File: src/rtl/stage_wb_pkg.sv
// Shared types and constants for the write-back stage.
// Load funct3 codes, hold-FSM states and the MEM/WB bundle.
package stage_wb_pkg;

   localparam int WB_XLEN  = 32;
   localparam int WB_ABITS = 5;

   localparam logic [2:0] LB  = 3'b000;
   localparam logic [2:0] LH  = 3'b001;
   localparam logic [2:0] LW  = 3'b010;
   localparam logic [2:0] LBU = 3'b100;
   localparam logic [2:0] LHU = 3'b101;

   typedef enum logic {
      WB_PASS = 1'b0,
      WB_HOLD = 1'b1
   } wb_state_t;

   typedef struct packed {
      logic [WB_XLEN-1:0]  alu_o;
      logic [WB_ABITS-1:0] rd;
      logic [2:0]          func3;
      logic                mem_read;
      logic                reg_write;
      logic                valid;
   } mem_wb_t;

endpackage

File: src/rtl/stage_wb_load_extract.sv
// Load data alignment: picks byte/half/word from the dmem word
// and sign- or zero-extends it according to funct3.
module load_extract
   import stage_wb_pkg::*;
(
   input  logic [31:0] word,
   input  logic [1:0]  off,
   input  logic [2:0]  func3,
   output logic [31:0] data
);

   logic [7:0]  b;
   logic [15:0] h;

   always_comb begin
      b = word[{off, 3'b000} +: 8];
      // half select ignores off[0], same as the store side
      h = off[1] ? word[31:16] : word[15:0];
   end

   always_comb begin
      data = '0;
      unique case (1'b1)
         (func3 == LB):  data = {{24{b[7]}}, b};
         (func3 == LH):  data = {{16{h[15]}}, h};
         (func3 == LW):  data = word;
         (func3 == LBU): data = {24'd0, b};
         (func3 == LHU): data = {16'd0, h};
         default:        data = '0;
      endcase
   end

endmodule

File: src/rtl/stage_wb.sv
// Write-back stage: MEM/WB register, load-data hold FSM and
// register-file write port (also the store-data forwarding source).
module stage_wb
   import stage_wb_pkg::*;
#(
   parameter int XLEN     = WB_XLEN,
   parameter int RF_ABITS = WB_ABITS
) (
   input  logic                clk,
   input  logic                rstn,
   input  logic [XLEN-1:0]     me_alu_o,
   input  logic                me_mem_read,
   input  logic                me_reg_write,
   input  logic [RF_ABITS-1:0] me_rd,
   input  logic [2:0]          me_func3_code,
   input  logic                page_fault,
   input  logic [XLEN-1:0]     me_mem_data,
   input  logic                wb_stall,
   input  logic                wb_flush,
   output logic                w_regs_en,
   output logic [RF_ABITS-1:0] w_regs_addr,
   output logic [XLEN-1:0]     w_regs_data,
   output logic                wb_valid
);

   mem_wb_t         wb_q, wb_d;
   wb_state_t       state_q, state_d;
   logic [XLEN-1:0] hold_q, hold_d;
   logic [XLEN-1:0] ld_src;
   logic [XLEN-1:0] ld_data;

   always_comb begin
      wb_d = wb_q;
      if (wb_flush) begin
         wb_d = '0;
      end else if (!wb_stall) begin
         wb_d.alu_o     = me_alu_o;
         wb_d.rd        = me_rd;
         wb_d.func3     = me_func3_code;
         wb_d.mem_read  = me_mem_read & ~page_fault;
         wb_d.reg_write = me_reg_write & ~page_fault;
         wb_d.valid     = ~page_fault;
      end
   end

   // dmem output is only valid for one cycle; latch it on a stall
   always_comb begin
      state_d = state_q;
      hold_d  = hold_q;
      case (state_q)
         WB_PASS: begin
            if (wb_stall && wb_q.mem_read && !wb_flush) begin
               state_d = WB_HOLD;
               hold_d  = me_mem_data;
            end
         end
         WB_HOLD: begin
            if (!wb_stall || wb_flush) state_d = WB_PASS;
         end
         default: state_d = WB_PASS;
      endcase
   end

   always_ff @(posedge clk or negedge rstn) begin
      if (!rstn) begin
         wb_q    <= '0;
         state_q <= WB_PASS;
         hold_q  <= '0;
      end else begin
         wb_q    <= wb_d;
         state_q <= state_d;
         hold_q  <= hold_d;
      end
   end

   assign ld_src = (state_q == WB_HOLD) ? hold_q : me_mem_data;

   load_extract u_ext (
      .word  (ld_src),
      .off   (wb_q.alu_o[1:0]),
      .func3 (wb_q.func3),
      .data  (ld_data)
   );

   assign w_regs_data = wb_q.mem_read ? ld_data : wb_q.alu_o;
   assign w_regs_addr = wb_q.rd;
   assign w_regs_en   = wb_q.valid & wb_q.reg_write & (wb_q.rd != '0);
   assign wb_valid    = wb_q.valid;

endmodule

File: config.mk
export PLATFORM = sky130hd
export DESIGN_NAME = stage_wb
export DESIGN_NICKNAME = d
export VERILOG_FILES = /design/src/rtl/stage_wb_pkg.sv /design/src/rtl/stage_wb_load_extract.sv /design/src/rtl/stage_wb.sv
export SDC_FILE = /design/constraint.sdc
export NUM_CORES = 1
export LEC_CHECK = 0
export CAP_MARGIN = 15
export CORE_MARGIN = 5
export CORE_UTILIZATION = 44
export CTS_BUF_LIST = sky130_fd_sc_hd__clkbuf_16
export DETAILED_ROUTE_END_ITERATION = 8
export HOLD_SLACK_MARGIN = 0.06
export PLACE_DENSITY = 0.78
export SYNTH_ARGS = -nofsm -noshare
export SYNTH_HDL_FRONTEND = slang
export SYNTH_SLANG_ARGS = --single-unit
File: constraint.sdc
create_clock -name clk -period 1.85 [get_ports clk]
set_clock_uncertainty 0.15 [all_clocks]
set_input_delay 0.2775 -clock clk [delete_from_list [all_inputs] [get_ports clk]]
set_output_delay 0.2775 -clock clk [all_outputs]
set_load 0.03 [all_outputs]
### Yosys cells after proc, flatten, opt, wreduce, memory -nomap -nowiden

Index checks and enable logic that the tools add are counted.

| word-level totals | value |
|---|---|
| bits of input ports | 79 |
| flip-flop bits (word level) | 76 |
| logic and storage cells | 37 |

| operators by class | value |
|---|---|
| equality and inequality tests | 5 |
| shifts and indexed selects | 1 |
| bitwise logic cells | 6 |
| reductions and logical operators | 8 |
| muxes and demuxes | 9 |

Operators with widths:

| operator | number |
|---|---|
| one-hot mux 32 bit (5 select lines) | 1 |
| 2-to-1 mux 43 bit | 2 |
| 2-to-1 mux 32 bit | 2 |
| variable part select 32 x 6 -> 8 bit | 1 |
| 2-to-1 mux 16 bit | 1 |
| == test 3 bit, second input constant | 2 |
| nonzero test 5 bit | 1 |
| AND 1 bit | 4 |
| == test 3 x 1 -> 1 bit, second input constant | 1 |
| == test 3 x 2 -> 1 bit, second input constant | 1 |
| zero test 3 bit | 1 |
| logical AND 1 bit | 2 |
| zero test 1 bit | 2 |
| 2-to-1 mux 1 bit | 2 |
| inequality test 2 x 1 -> 1 bit, second input constant | 1 |
| NOT 1 bit | 2 |
| one-hot mux 1 bit (2 select lines) | 1 |
| AND reduction 2 bit | 1 |
| logical OR 1 bit | 1 |

### Logic depth before layout (Yosys ltp)

Gate-level depths: netlist of the first run.

| logic depth | value |
|---|---|
| depth in word-level cells | 4 |
| depth in mapped cells | 6 |
| depth with buffers taken out | 4 |

### Cells and area by module

Synthesis of the first run repeated with hierarchy kept, for this count alone.

| second synthesis, totals | value |
|---|---|
| cells, all modules | 401 |
| area, all modules | 4,695.8 µm² |

Modules (own cells, without submodules):

| module | seq. area each (µm²) | instances | area an instance (µm²) | cells an instance |
|---|---|---|---|---|
| stage_wb | 1,901.8 | 1 | 3,933.8 | 293 |
| load_extract | 0.0 | 1 | 762.0 | 108 |

### Worst setup path after synthesis of the first run

OpenSTA, ideal clock, no wires.

| timing path | value |
|---|---|
| kind | flip-flop to output port |
| start point | register wb_q[4] in the netlist's numbering |
| end point | output port w_regs_data[0] |
| arrival time | 1.871 ns |
| path buffers | 0 |
| stages on the path, launching flop included | 4 |
| slack | -0.448 ns |
| cells stage by stage | dfrtp_1 -> nor3b_1 -> o21ai_0 -> o21ai_0 |

| between the ends | value |
|---|---|
| word-level cells in the longest chain between the ends | 3 |

RTL lines:

| element | line | text |
|---|---|---|
| start: declaration | stage_wb.sv:26 | `mem_wb_t wb_q, wb_d;` |
| start signal: assignment | stage_wb.sv:70 | `wb_q <= wb_d;` |
| == test 3 bit (tied with other cells) | stage_wb_load_extract.sv:28 | `(func3 == LHU): data = {16'd0, h};` |
| one-hot mux 32 bit (5 select lines) (*) | stage_wb_load_extract.sv:23 | `unique case (1'b1)` |
| 2-to-1 mux 32 bit (*) | stage_wb.sv:85 | `assign w_regs_data = wb_q.mem_read ? ld_data : wb_q.alu_o;` |
| end: declaration | stage_wb.sv:22 | `output logic [XLEN-1:0] w_regs_data,` |

Every way passes the cells marked *; elsewhere a longest branch is shown, timed or not.

### Worst setup path in the final report of the first run

| timing path | value |
|---|---|
| start point | register state_q |
| end point | output port w_regs_data[8] |

| between the ends | value |
|---|---|
| word-level cells in the longest chain between the ends | 4 |

RTL lines:

| element | line | text |
|---|---|---|
| start: declaration | stage_wb.sv:27 | `wb_state_t state_q, state_d;` |
| start signal: assignment | stage_wb.sv:71 | `state_q <= state_d;` |
| 2-to-1 mux 32 bit (*) | stage_wb.sv:76 | `assign ld_src = (state_q == WB_HOLD) ? hold_q : me_mem_data;` |
| variable part select 32 x 6 -> 8 bit / 2-to-1 mux 16 bit (equally long branches) | stage_wb_load_extract.sv:16, stage_wb_load_extract.sv:18 |  |
| one-hot mux 32 bit (5 select lines) (*) | stage_wb_load_extract.sv:23 |  |
| 2-to-1 mux 32 bit (*) | stage_wb.sv:85 |  |

Marks and branches as above.

==> impl_metrics.env, run 1 <==
export IMPL_antennaDiodeCount=0
export IMPL_synth_seq_area_share_pct=43.7
export IMPL_fin_crit_ns=2.78
export IMPL_core_area_um2=9730
export IMPL_tritoncts="built"
export IMPL_layout_nets=635
export IMPL_rows=36
export IMPL_path_class="flop to primary output"
export IMPL_grt_pass1_wl_um=22800
export IMPL_violations="negative setup slack"
export IMPL_synth_top_family_by_area="multiplexers"
export IMPL_htreeDepth=3
export IMPL_worst_slack_ns=-0.934
export IMPL_use_met2_pct=41.1
export IMPL_ant_nets=0
export IMPL_cp_slowest_cell="mux4_2"
export IMPL_wl_um=16300
export IMPL_drt_pass1_iterations=6
export IMPL_synth_simple_area_share_pct=10.9
export IMPL_clk_pin_slew_worst_paths_ns=0.05
export IMPL_synth_top_area_cell="dfrtp_1"
export IMPL_grt_busiest_layer="met2"
export IMPL_max_freq_mhz=359
export IMPL_start_util_pct=44.7
export IMPL_fin_area_um2=7090
export IMPL_drcViolationCount=0
export IMPL_use_met3_pct=5.46
export IMPL_relSlewSlack_pct=68.5
export IMPL_path_buf_inv=3
export IMPL_power_density_nw_per_um2=719
export IMPL_syn_inst=387
export IMPL_grt_pass1_vias=4238
export IMPL_arrival_ns=2.36
export IMPL_die_x_um=109
export IMPL_cts_sinks=76
export IMPL_synth_edf_count=0
export IMPL_gp_congestion=0.854
export IMPL_status="finished with violations"
export IMPL_netlist_area_leader_share_pct=43.7
export IMPL_die_area_um2=12000
export IMPL_worstPathRequired_ns=1.42
export IMPL_synth_flop_cell="dfrtp_1"
export IMPL_die_h_um=109
export IMPL_preCtsSetupSlack_ns=-1.39
export IMPL_maxCapViolations=0
export IMPL_cts_buffers=9
export IMPL_portBuffers=117
export IMPL_async_flop_share_pct=100
export IMPL_pin_count=118
export IMPL_clk_latency_ns=0.32
export IMPL_critPathTopFamily="multiplexers"
export IMPL_clockBufferDepth=2
export IMPL_worstHoldPathType="input port to flop"
export IMPL_cp_cell_sequence="buf_6 -> mux4_2 -> nand3b_4 -> buf_4 -> o41a_4 -> o2111ai_4 -> buf_6"
export IMPL_placed_area_um2=6190
export IMPL_rsz0062_at_grt="yes"
export IMPL_via_per_inst=5.86
export IMPL_synthMuxAreaShare_pct=30.9
export IMPL_synth_fa_ha_area_share_pct=0
export IMPL_dr_first_iter_drc_count=256
export IMPL_ys_ff_latch=76
export IMPL_grt_max_degree=47
export IMPL_synth_avg_cell_area_um2=11.2
export IMPL_cts_root_buf="clkbuf_16"
export IMPL_ir_drop_mv=0.460
export IMPL_hold_viol=0
export IMPL_drive_above_1_share_pct=41.1
export IMPL_fillers=667
export IMPL_grt_usage_pct=25.0
export IMPL_finalSetupViolations=47
export IMPL_antenna_found_initial=0
export IMPL_synth_area_um2=4350
export IMPL_synth_area_leaders="dfrtp_1 44%, mux2_2 14%, mux2i_1 12%"
export IMPL_yosysWarnings=0
export IMPL_hold_ws_ns=0.191
export IMPL_crit_path_end_kind="primary output"
export IMPL_num_vias=4052
export IMPL_drv_slew=0
export IMPL_synthXorXnorAreaFrac_pct=0
export IMPL_gr_usage_met1_pct=31.7
export IMPL_wl_per_cell_um=23.5
export IMPL_dpl_hpwl_um=9720
export IMPL_finalCritPeriodShare_pct=150
export IMPL_cp_max_fo=8
export IMPL_synth_nets=466
export IMPL_slowest_delay_ns=0.56
export IMPL_start_kind="flop"
export IMPL_synth_compound_area_share_pct=9.32
export IMPL_syn2layout_area_growth_pct=63.0
export IMPL_tightest_slew_ns=0.473
export IMPL_leakage_nw=3.30
export IMPL_cp_common_cell="buf_6"
export IMPL_yosys_cell_types_count=37
export IMPL_grt_overflow_total=0
registers in the layout, indices dropped and copies added (netlist names):
signal and cells:
wb_q 37, wb_valid 1, state_q 1, hold_q 32
w_regs_addr 5
repair_timing:
item	4_1_cts	5_1_grt
pin swaps	22	12
resized for setup	159	32
hold buffers	1	0
endpoints found under the setup margin	68	67
hold endpoints to repair	54	0
gates cloned	4	3
buffers inserted	12	1
final timing paths:
kind | startpoint | to | slack [ns] | cells past startpoint
max | state_q$_DFF_PN0_ | w_regs_data[8] | -0.93 | 7
min | wb_stall | state_q$_DFF_PN0_ | 0.19 | 3
max reg2reg | wb_q[2]$_DFFE_PN0N_ | hold_q[17]$_DFFE_PN0P_ | -0.03 | 7
min reg2reg | hold_q[18]$_DFFE_PN0P_ | hold_q[18]$_DFFE_PN0P_ | 0.36 | 1
max in group asynchronous | rstn | state_q$_DFF_PN0_ | 0.61 | 3
min in group asynchronous | rstn | wb_q[38]$_DFFE_PN0N_ | 0.28 | 2
power breakdown:
group | switching (mW) | leakage (nW) | internal, mW | total [mW]
clock | 0.655 | 0.130 | 0.876 | 1.53
sequential | 0.172 | 0.979 | 1.89 | 2.07
combinational | 0.653 | 2.19 | 0.846 | 1.50
routing by layer:
metal  share of wire, %  wire (um)
met1                 38       6240
met2                 50       8140
met3                7.5       1220
met4                4.3        694
met5                  0          0
cell usage after synthesis (2+ instances only):
cell type	number
nand2_1	7
buf_2	13
a222oi_1	6
a21oi_1	6
mux2i_1	52
buf_6	2
nor3b_1	4
mux2_2	56
nand2b_1	3
dfrtp_1	76
a211o_1	16
nor2b_1	2
inv_1	10
buf_1	3
o2111ai_1	8
clkbuf_1	13
nor3_1	2
nand3_1	11
nor2_1	46
buf_4	5
and3_1	16
mux4_2	8
o21ai_0	8
layout by cell type, fill, tap and decap left out, types with 7 or more instances in the layout:
cell type,instances
nor2_1,46
clkdlybuf4s50_1,77
mux2_2,30
mux2i_1,51
o21ai_2,7
a211o_4,10
buf_6,40
mux2_4,27
and3_1,15
nand3_1,11
nand2_1,7
buf_12,10
dfrtp_1,74
inv_1,11
clkbuf_16,12
o2111ai_4,7
buf_4,54
mux4_2,8
per-stage QoR:
step	cells	setup TNS [ns]	util (%)	total power, mW
after CTS	690	-23.74	71.2	4.98
after global placement	659	-42.90	63.6	3.27
after detailed placement	659	-45.23	63.6	3.33
after floorplan	387	-5.70	-	2.71
after global routing	692	-27.52	72.9	5.29
final	692	-25.50	72.9	5.10
tightest hold or removal path: stages:
cell	delay (ns)
buf_2	0.14
nand2b_1	0.15
a21oi_1	0.06
kinds of logic (layout without fill, tap and decap cells):
group / after synthesis / after routing
multiplexers: 117 / 117
AND/OR/NAND/NOR: 97 / 97
flip-flops: 76 / 76
AO/OA/AOI/OAI: 50 / 50
buffers and inverters: 47 / 219
cell type report:
cell class	instances	area, um2	area share (%)
repair buffers	194	2060	29.0
clock inverters	5	22.5	0.318
clock buffers	9	225	3.18
multi-input cells	264	2670	37.7
flip-flops and latches	76	1900	26.9
inverters	11	46.3	0.653
well taps	133	166	2.35
(Power assumes the default switching activity.)
==> run 2, diff against run 1 <==
--- a/config.mk
+++ b/config.mk
@@ -9,6 +9,7 @@
 export CORE_MARGIN = 5
 export CORE_UTILIZATION = 44
 export CTS_BUF_LIST = sky130_fd_sc_hd__clkbuf_16
+export CTS_CLUSTER_DIAMETER = 80
 export DETAILED_ROUTE_END_ITERATION = 8
 export HOLD_SLACK_MARGIN = 0.06
 export PLACE_DENSITY = 0.78
==> results of run 2 <==
Final layout, timing and power as in run 1 (identical DEF).
==> run 3, diff against run 2 <==
--- a/config.mk
+++ b/config.mk
@@ -13,6 +13,8 @@
 export DETAILED_ROUTE_END_ITERATION = 8
 export HOLD_SLACK_MARGIN = 0.06
 export PLACE_DENSITY = 0.78
+export SETUP_SLACK_MARGIN = 0.02
+export SLEW_MARGIN = 20
 export SYNTH_ARGS = -nofsm -noshare
 export SYNTH_HDL_FRONTEND = slang
 export SYNTH_SLANG_ARGS = --single-unit
==> impl_metrics.env, run 3 (synthesis gave the netlist of run 1 again) <==
export IMPL_status="finished with violations"
export IMPL_violations="negative setup slack"
export IMPL_fin_area_um2=7140
export IMPL_grt_pass1_wl_um=22800
export IMPL_core_area_um2=9730
export IMPL_max_freq_mhz=368
export IMPL_num_vias=4083
export IMPL_timing_rr_start="wb_q[2]$_DFFE_PN0N_"
export IMPL_grt_overflow_total=0
export IMPL_finalSetupViolations=33
export IMPL_timing_rr_end="hold_q[16]$_DFFE_PN0P_"
export IMPL_rows=36
export IMPL_worst_slack_ns=-0.870
export IMPL_leakage_nw=3.31
export IMPL_clk_pin_slew_worst_paths_ns=0.05
export IMPL_mostFrequentLayoutCells="76 x clkdlybuf4s50_1, 74 x dfrtp_1, 60 x buf_4"
export IMPL_tritoncts="built"
export IMPL_die_h_um=109
export IMPL_wl_per_cell_um=22.9
export IMPL_drv_slew=0
export IMPL_die_area_um2=12000
export IMPL_dr_first_iter_drc_count=334
export IMPL_via_per_inst=5.85
export IMPL_grt_pass1_vias=4232
export IMPL_ant_nets=0
export IMPL_cts_root_buf="clkbuf_16"
export IMPL_fin_crit_ns=2.72
export IMPL_hold_viol=0
export IMPL_gp_congestion=0.854
export IMPL_clockBufferDepth=2
export IMPL_die_x_um=109
export IMPL_htreeDepth=3
export IMPL_wl_um=16000
export IMPL_cts_buffers=9
export IMPL_holdPathStages=3
export IMPL_worstPathRequired_ns=1.42
export IMPL_cp_common_cell="buf_6"
export IMPL_relSlewSlack_pct=68.8
export IMPL_grt_usage_pct=25.0
export IMPL_portBuffers=117
export IMPL_setup_tns_final_ns=-25.18
export IMPL_syn2layout_area_growth_pct=64.1
export IMPL_drcViolationCount=0
export IMPL_cp_max_fo=8
export IMPL_cp_cell_sequence="buf_6 -> mux4_2 -> nand3b_4 -> o31ai_4 -> buf_12 -> buf_6 -> a211o_4 -> buf_6"
export IMPL_tightest_slew_ns=0.468
export IMPL_reg2reg_depth=7
export IMPL_antennaDiodeCount=0
export IMPL_arrival_ns=2.29
export IMPL_rsz0062_at_grt="yes"
export IMPL_cp_slowest_cell="mux4_2"
export IMPL_drive_above_1_share_pct=41.9
export IMPL_final_common_cell="clkdlybuf4s50_1"
export IMPL_largest_reg_flops=37
export IMPL_ir_drop_mv=0.467
export IMPL_power_density_nw_per_um2=716
export IMPL_final_core_util_pct=73.4
export IMPL_pin_count=118
export IMPL_worstHoldPathType="input port to flop"
export IMPL_clk_latency_ns=0.33
export IMPL_crit_path_end_kind="primary output"
export IMPL_maxCapViolations=0
export IMPL_regMostFlops="wb_q"
export IMPL_placed_area_um2=6190
export IMPL_reg2reg_slack_ns=0.02
export IMPL_drt_pass1_iterations=5
export IMPL_finalCritPeriodShare_pct=147
export IMPL_start_kind="flop"
export IMPL_path_class="flop to primary output"
export IMPL_grt_max_degree=47
export IMPL_antenna_found_initial=0
export IMPL_hold_end="state_q$_DFF_PN0_"
export IMPL_start_util_pct=44.7
export IMPL_layout_nets=641
export IMPL_cts_sinks=76
export IMPL_slowest_delay_ns=0.55
export IMPL_dpl_hpwl_um=9720
export IMPL_hold_start="wb_stall"
-- run 3: cell types whose count changed in the layout (fill, tap and decap cells not counted), sizes merged --
cell / previous run / this run
dlymetal6s2s: 2 / 0
dlygate4sd2: 3 / 6
buf: 107 / 113
clkdlybuf4s50: 77 / 76
-- run 3: how the worst max path moves through the flow --
stage,to,depth (start not counted),start,slack (ns)
2_1_floorplan,w_regs_data[21],6,state_q$_DFF_PN0_,-0.23
3_3_place_gp,w_regs_data[18],6,me_mem_data[31],-1.32
3_5_place_dp,w_regs_data[16],6,me_mem_data[15],-1.39
4_1_cts,w_regs_data[26],8,state_q$_DFF_PN0_,-0.81
5_1_grt,w_regs_data[22],8,state_q$_DFF_PN0_,-0.92
6_report,w_regs_data[22],8,state_q$_DFF_PN0_,-0.87
-- run 3: worst max-delay path, delay by kind of cell (launching register included) --
family | cells | cell delay (ns)
buf+inv | 4 | 0.55
flops | 1 | 0.37
mux | 1 | 0.55
compound gates | 2 | 0.36
simple gates | 1 | 0.12
-- run 3: power breakdown --
group          switching, mW  internal (mW)  leakage [nW]  total, mW
logic                  0.652          0.848          2.20       1.50
registers              0.175           1.89         0.979       2.07
clock network          0.667          0.876         0.130       1.54
-- run 3: layout make-up --
type                    count  area [um2]
flip-flops and latches     76        1900
repair buffers            200        2100
multi-input cells         264        2680
clock buffers               9         225
clock inverters             5        22.5
inverters                  11        46.3
well taps                 133         166
fillers                   658        2590
-- run 3: routing by layer --
metal | track usage, % | vias up | share of wire, %
met5 | 0 | - | 0
met4 | 11.3 | 0 | 3.7
met3 | 5.34 | 55 | 7.8
met2 | 41.1 | 213 | 51
met1 | 31.6 | 2047 | 38
li1 | - | 1768 | -
-- run 3: stage by stage --
step / hold slack, ns / cells / power [mW] / worst slack, ns
4_1_cts: 0.163 / 690 / 4.98 / -0.814
3_3_place_gp: 0.0642 / 659 / 3.27 / -1.32
2_1_floorplan: -0.168 / 387 / 2.71 / -0.228
6_report: 0.225 / 698 / 5.11 / -0.870
3_5_place_dp: 0.0674 / 659 / 3.33 / -1.39
5_1_grt: 0.228 / 698 / 5.29 / -0.922
-- run 3: what timing repair did --
| action | in CTS | in global routing |
|---|---|---|
| pin swaps | 22 | 12 |
| endpoints found under the setup margin | 71 | 65 |
| cloned | 4 | 3 |
| hold buffers | 1 | 0 |
| resized for setup | 162 | 36 |
| setup buffers | 12 | 8 |
| hold endpoints to repair | 54 | 0 |
